==> src/rtl/key_debounce.sv <==
// ============================================================================
// Module   : key_debounce
// Brief    : Per-key synchroniser and debouncer for active-low pushbuttons,
//            producing a clean level plus press/release/long-press pulses.
// Revision : 1.0
// ============================================================================
`default_nettype none

module key_debounce #(
    parameter int KEY_NUM      = 4,
    parameter int DEBOUNCE_CNT = 999_999,
    parameter int LONG_CNT     = 49_999_999,
    parameter int CNT_W        = 26
) (
    input  logic               sclk_i,
    input  logic               s_rst_i,
    input  logic [KEY_NUM-1:0] key_n_i,
    output logic [KEY_NUM-1:0] key_level_o,
    output logic [KEY_NUM-1:0] key_press_o,
    output logic [KEY_NUM-1:0] key_release_o,
    output logic [KEY_NUM-1:0] key_long_o
);

    typedef enum logic [1:0] {
        ST_IDLE       = 2'd0,
        ST_PRESS_DB   = 2'd1,
        ST_HELD       = 2'd2,
        ST_RELEASE_DB = 2'd3
    } state_t;

    localparam logic [CNT_W-1:0] c_DEB_MAX  = CNT_W'(DEBOUNCE_CNT);
    localparam logic [CNT_W-1:0] c_LONG_MAX = CNT_W'(LONG_CNT);
    localparam logic [CNT_W-1:0] c_ONE      = CNT_W'(1);

    // Synchroniser resets to the released level so a held key is seen as a fresh press.
    logic [KEY_NUM-1:0] sync1_q;
    logic [KEY_NUM-1:0] sync2_q;
    logic [KEY_NUM-1:0] key_s;

    always_ff @(posedge sclk_i or posedge s_rst_i) begin
        if (s_rst_i) begin
            sync1_q <= '1;
            sync2_q <= '1;
        end else begin
            sync1_q <= key_n_i;
            sync2_q <= sync1_q;
        end
    end

    assign key_s = ~sync2_q;

    for (genvar k = 0; k < KEY_NUM; k++) begin : g_key
        state_t           state_q, state_d;
        logic [CNT_W-1:0] cnt_q, cnt_d;
        logic             long_done_q, long_done_d;
        logic             level_q, level_d;
        logic             press_q, press_d;
        logic             release_q, release_d;
        logic             long_q, long_d;

        always_ff @(posedge sclk_i or posedge s_rst_i) begin
            if (s_rst_i) begin
                state_q     <= ST_IDLE;
                cnt_q       <= '0;
                long_done_q <= 1'b0;
                level_q     <= 1'b0;
                press_q     <= 1'b0;
                release_q   <= 1'b0;
                long_q      <= 1'b0;
            end else begin
                state_q     <= state_d;
                cnt_q       <= cnt_d;
                long_done_q <= long_done_d;
                level_q     <= level_d;
                press_q     <= press_d;
                release_q   <= release_d;
                long_q      <= long_d;
            end
        end

        always_comb begin
            state_d     = state_q;
            cnt_d       = cnt_q;
            long_done_d = long_done_q;
            level_d     = level_q;
            press_d     = 1'b0;
            release_d   = 1'b0;
            long_d      = 1'b0;
            case (state_q)
                ST_IDLE: begin
                    if (key_s[k]) begin
                        state_d = ST_PRESS_DB;
                        cnt_d   = '0;
                    end
                end
                ST_PRESS_DB: begin
                    if (!key_s[k]) begin
                        state_d = ST_IDLE;
                    end else if (cnt_q == c_DEB_MAX) begin
                        state_d = ST_HELD;
                        cnt_d   = '0;
                        press_d = 1'b1;
                        level_d = 1'b1;
                    end else begin
                        cnt_d = cnt_q + c_ONE;
                    end
                end
                ST_HELD: begin
                    // Counter parks at LONG_CNT so key_long fires once per press.
                    if (!key_s[k]) begin
                        state_d = ST_RELEASE_DB;
                        cnt_d   = '0;
                    end else if ((cnt_q == c_LONG_MAX) && !long_done_q) begin
                        long_d      = 1'b1;
                        long_done_d = 1'b1;
                    end else if (cnt_q != c_LONG_MAX) begin
                        cnt_d = cnt_q + c_ONE;
                    end
                end
                ST_RELEASE_DB: begin
                    if (key_s[k]) begin
                        state_d = ST_HELD;
                        cnt_d   = '0;
                    end else if (cnt_q == c_DEB_MAX) begin
                        state_d     = ST_IDLE;
                        release_d   = 1'b1;
                        level_d     = 1'b0;
                        long_done_d = 1'b0;
                    end else begin
                        cnt_d = cnt_q + c_ONE;
                    end
                end
                default: state_d = ST_IDLE;
            endcase
        end

        assign key_level_o[k]   = level_q;
        assign key_press_o[k]   = press_q;
        assign key_release_o[k] = release_q;
        assign key_long_o[k]    = long_q;
    end

endmodule

`default_nettype wire

==> config.mk <==
export PLATFORM = sky130hd
export DESIGN_NAME = key_debounce
export DESIGN_NICKNAME = d
export VERILOG_FILES = /design/src/rtl/key_debounce.sv
export SDC_FILE = /design/constraint.sdc
export NUM_CORES = 1
export LEC_CHECK = 0
export CELL_PAD_IN_SITES_DETAIL_PLACEMENT = 1
export CELL_PAD_IN_SITES_GLOBAL_PLACEMENT = 1
export CORE_MARGIN = 3
export CORE_UTILIZATION = 54
export CTS_BUF_LIST = sky130_fd_sc_hd__clkbuf_4 sky130_fd_sc_hd__clkbuf_8
export DETAILED_ROUTE_END_ITERATION = 10
export PLACE_DENSITY_LB_ADDON = 0.05
export REMOVE_ABC_BUFFERS = 1
export SLEW_MARGIN = 20
export SYNTH_ARGS = -nofsm -noshare
export SYNTH_HDL_FRONTEND = slang
export SYNTH_SLANG_ARGS = --single-unit
==> constraint.sdc <==
create_clock -name sclk_i -period 13.1 [get_ports sclk_i]
set_input_delay 2.62 -clock sclk_i [delete_from_list [all_inputs] [get_ports sclk_i]]
set_output_delay 2.62 -clock sclk_i [all_outputs]
set_load 0.01 [all_outputs]
# Yosys cells after proc, flatten, opt, wreduce, memory -nomap -nowiden
# Index checks and enable logic that the tools add are counted.
dict set report totals {
  wordCells 275
  ff_bits 140
  inputBits 6
}
dict set report classes {
  n_reduce_logical 36
  add_sub_neg 4
  muxes 128
  bitwise_logic 1
  eq_ne 76
}
# cell n
set ops {}
lappend ops {{$mux W26} 32}
lappend ops {{$pmux W26 S4} 4}
lappend ops {{$add A26 B1 Y26 const B} 4}
lappend ops {{$eq A26 B20 Y1 const B} 4}
lappend ops {{$eq A26 B26 Y1 const B} 4}
lappend ops {{$ne A26 B26 Y1 const B} 4}
lappend ops {{$ne A2 B2 Y1 const B} 32}
lappend ops {{$ne A3 B3 Y1 const B} 20}
lappend ops {{$reduce_and A5 Y1} 12}
lappend ops {{$mux W1} 56}
lappend ops {{$mux W2} 24}
lappend ops {{$pmux W2 S4} 4}
lappend ops {{$eq A2 B2 Y1 const B} 8}
lappend ops {{$pmux W1 S2} 8}
lappend ops {{$reduce_and A4 Y1} 4}
lappend ops {{$reduce_bool A2 Y1} 8}
lappend ops {{$eq A2 B1 Y1 const B} 4}
lappend ops {{$logic_not A2 Y1} 4}
lappend ops {{$logic_and A1 B1 Y1} 4}
lappend ops {{$logic_not A1 Y1} 4}
lappend ops {{$not A4 Y4} 1}

# Depth between registers and ports, before layout
dict set report depth {
  depth_word 5
  mapped_depth 9
}

# Least setup slack after synthesis
# Ideal clock, no wire load.
dict set report synth_path {
  path_kind {register to output}
  start {register g_key[0].level_q}
  end {output port key_level_o[0]}
  path_stages_with_launch 2
  t_arrival_ns 0.502
  slack_ns 9.978
  n_path_buf 1
  cell_sequence {dfrtp_1 buf_4}
}
# item line_no
set synth_lines {}
lappend synth_lines {{from (decl)} 56} ;# logic level_q, level_d;
lappend synth_lines {{from (signal assigned)} 74} ;# level_q <= level_d;
lappend synth_lines {{to (decl)} 18} ;# output logic [KEY_NUM-1:0] key_level_o,
# No word-level cell between the ends.

# Worst setup path after layout
dict set report layout_path {
  start {register g_key[1].level_q}
  end {output port key_level_o[1]}
}
# item line_no
set layout_lines {}
lappend layout_lines {{from (decl)} 56}
lappend layout_lines {{from (signal assigned)} 74}
# No word-level cell between the ends.

==> flow_metrics.tcl <==
set metrics [dict create \
    status "finished, final reports clean" \
    gp_congestion 0.861 \
    totalWireLength_mm 21.9 \
    grt_start_max_net_pins 72 \
    finalSetupViolCount 0 \
    cp-end-kind "primary output" \
    cpMaxStageDelayCell "clkdlybuf4s50_1" \
    slowest_delay_ns 0.55 \
    rsz0062_at_grt "no" \
    synth.top_cells.by_count "dfrtp_1 (132), nand2_1 (83), nor2_1 (69)" \
    async_flop_share 1.00 \
    cp.arrival_ns 1.40 \
    fin_tns_setup_ns 0 \
    required_ns 10.48 \
    cts_resized 0 \
    area_growth_pct 8.49 \
    fillers 1624 \
    max_slew_margin 0.236 \
    maxCapViolCount 0 \
    worst_setup_path_start_kind "flip-flop" \
    hold_path_class "flip-flop to flip-flop" \
    grt_pass1_vias 7367 \
    worst-path-max-fanout 3 \
    grt_pass1_wl_mm 37.5 \
    synthFlopType "dfrtp_1" \
    final_net_count 868 \
    synth-seq-area-share 0.446 \
    finalPower_mw 0.952 \
    leakagePower_nw 3.57 \
    dieArea_sq_um 16100 \
    io_pins 22 \
    period_share 0.307 \
    yosys_warnings 0 \
    cp_top_family "buffers and inverters" \
    n_antenna_cell 0 \
    antenna_found_initial 0 \
    synth_area_leaders "dfrtp_1 (42%), a22o_1 (4.1%), o21ai_0 (4.0%)" \
    dp.cells 1016 \
    clock-sinks 140 \
    fin_crit_ns 4.02 \
    drive_gt1_frac 0.0760 \
    drv_slew 0 \
    final-hold-violation-count 0 \
    synth-seq-cells 140 \
    clkTransAtPathRegs_ns 0.09 \
    hpwl_mm 14.5 \
    postCtsSetupBuffers 0 \
    initial_core_util 0.559 \
    core_sq_um 14100 \
    synth_cell_types 71 \
    crit_type "flip-flop to primary output" \
    final_cells 1048 \
    drc 0 \
    clock_latency_ns 0.46 \
    clockRootBuffer "clkbuf_8" \
    fin_util 0.607 \
    fmax_mhz 249 \
    cts_tree "yes" \
    port_buffers 21 \
    clock_skew_ns 0.0166 \
    synth_edf_count 0 \
    grt_overflow 0 \
    cts_made_buffers 17 \
    netlist.area_leader.share 0.419 \
    rows 43 \
    vdd_drop_max_v 0.0000812 \
    postSynthCellCount 862 \
    h-tree-depth 4 \
    drtAntennaViolNets 0 \
    syn_area_per_cell_sq_um 9.14 \
    die_w_microns 127 \
    fp.dieH_microns 127 \
    grtUsageTotal 0.286 \
    cp_num_buf_inv 1 \
    vias 6938 \
    synth_largest_area_cell "dfrtp_1" \
    path_cells "clkdlybuf4s50_1" \
    drt-initial-drc-count 449 \
    syn_area_sq_um 7880 \
    ctsHoldBuffers 0 \
    wl_per_cell_microns 20.9 \
    vias_per_cell 6.62 \
    multi_input_area_sq_um 3960 \
    synth_most_common_cell "dfrtp_1" \
    clockBufferDepth 2 \
    worstMarginPinSlew_ns 1.11 \
    power_density_nw_per_um2 111 \
    seqCellArea_sq_um 3510 \
    drtPass1Iterations 4 \
]
through the flow:
| step | instance area [sq um] | worst slack, ns | hold slack, ns |
|---|---|---|---|
| 5_1_grt | 8550 | 8.84 | 0.368 |
| 3_5_place_dp | 8040 | 8.50 | 0.347 |
| 6_report | 8550 | 9.08 | 0.363 |
| 2_1_floorplan | 7580 | 6.74 | 0.345 |
| 3_3_place_gp | 8040 | 8.60 | 0.346 |
| 4_1_cts | 8540 | 9.00 | 0.360 |
state kept, by name (all words and copies together), names as in the netlist, named ones only:
register,count
g_key.level_q,4
g_key.state_q,4
g_key.release_q,4
sync2_q,4
g_key.long_done_q,4
sync1_q,4
g_key.press_q,4
g_key.cnt_q,104
g_key.long_q,4
where the power goes:
part	switching, mW	internal (mW)
sequential	0.0104	0.439
clock	0.183	0.268
combinational	0.0363	0.0152
total	0.230	0.723
final cells by class:
class | count | share of cell area
sequential | 140 | 0.411
inverter | 31 | 0.0142
clock buffer | 18 | 0.0282
tap | 180 | 0.0263
multi-input combinational | 642 | 0.463
timing repair buffer | 23 | 0.0263
clock inverter | 14 | 0.0312
final timing paths:
| kind | startpoint | end | slack [ns] | cells past startpoint |
|---|---|---|---|---|
| setup / recovery | g_key[1].level_q | key_level_o[1] | 9.08 | 1 |
| hold / removal | sync1_q[2] | sync2_q[2] | 0.36 | 0 |
| setup reg to reg | g_key[3].cnt_q[22] | g_key[3].cnt_q[6] | 9.49 | 6 |
| hold reg to reg | sync1_q[2] | sync2_q[2] | 0.36 | 0 |
| max in group asynchronous | s_rst_i | g_key[2].cnt_q[5] | 9.10 | 3 |
| min in group asynchronous | s_rst_i | g_key[0].cnt_q[3] | 2.63 | 2 |
placed cells by master, fill, tap and decap left out, types with 24 or more instances in the layout:
cell	synthesis	final
a21o_1	29	29
a21oi_1	28	28
a22o_1	37	37
and3_1	24	24
dfrtp_1	132	132
inv_1	30	29
nand2_1	83	83
nand3_1	45	45
nor2_1	69	69
nor3_1	31	31
o21ai_0	63	63
kinds of logic (layout without fill, tap and decap cells):
| group | after synthesis | after routing | synth area share |
|---|---|---|---|
| xor+xnor | 19 | 19 | 0.0211 |
| mux | 5 | 5 | 0.00667 |
| compound gates | 233 | 233 | 0.205 |
| buf+inv | 80 | 86 | 0.0527 |
| simple gates | 378 | 378 | 0.257 |
| fa+ha+maj | 7 | 7 | 0.0111 |
| flops | 140 | 140 | 0.446 |
metal layers:
layer | share of wire | track usage
met5 | 0 | 0
met1 | 0.43 | 0.373
met3 | 0.040 | 0.0547
met4 | 0.017 | 0.102
met2 | 0.51 | 0.479
Note: power is estimated with default switching activity, not from simulation.
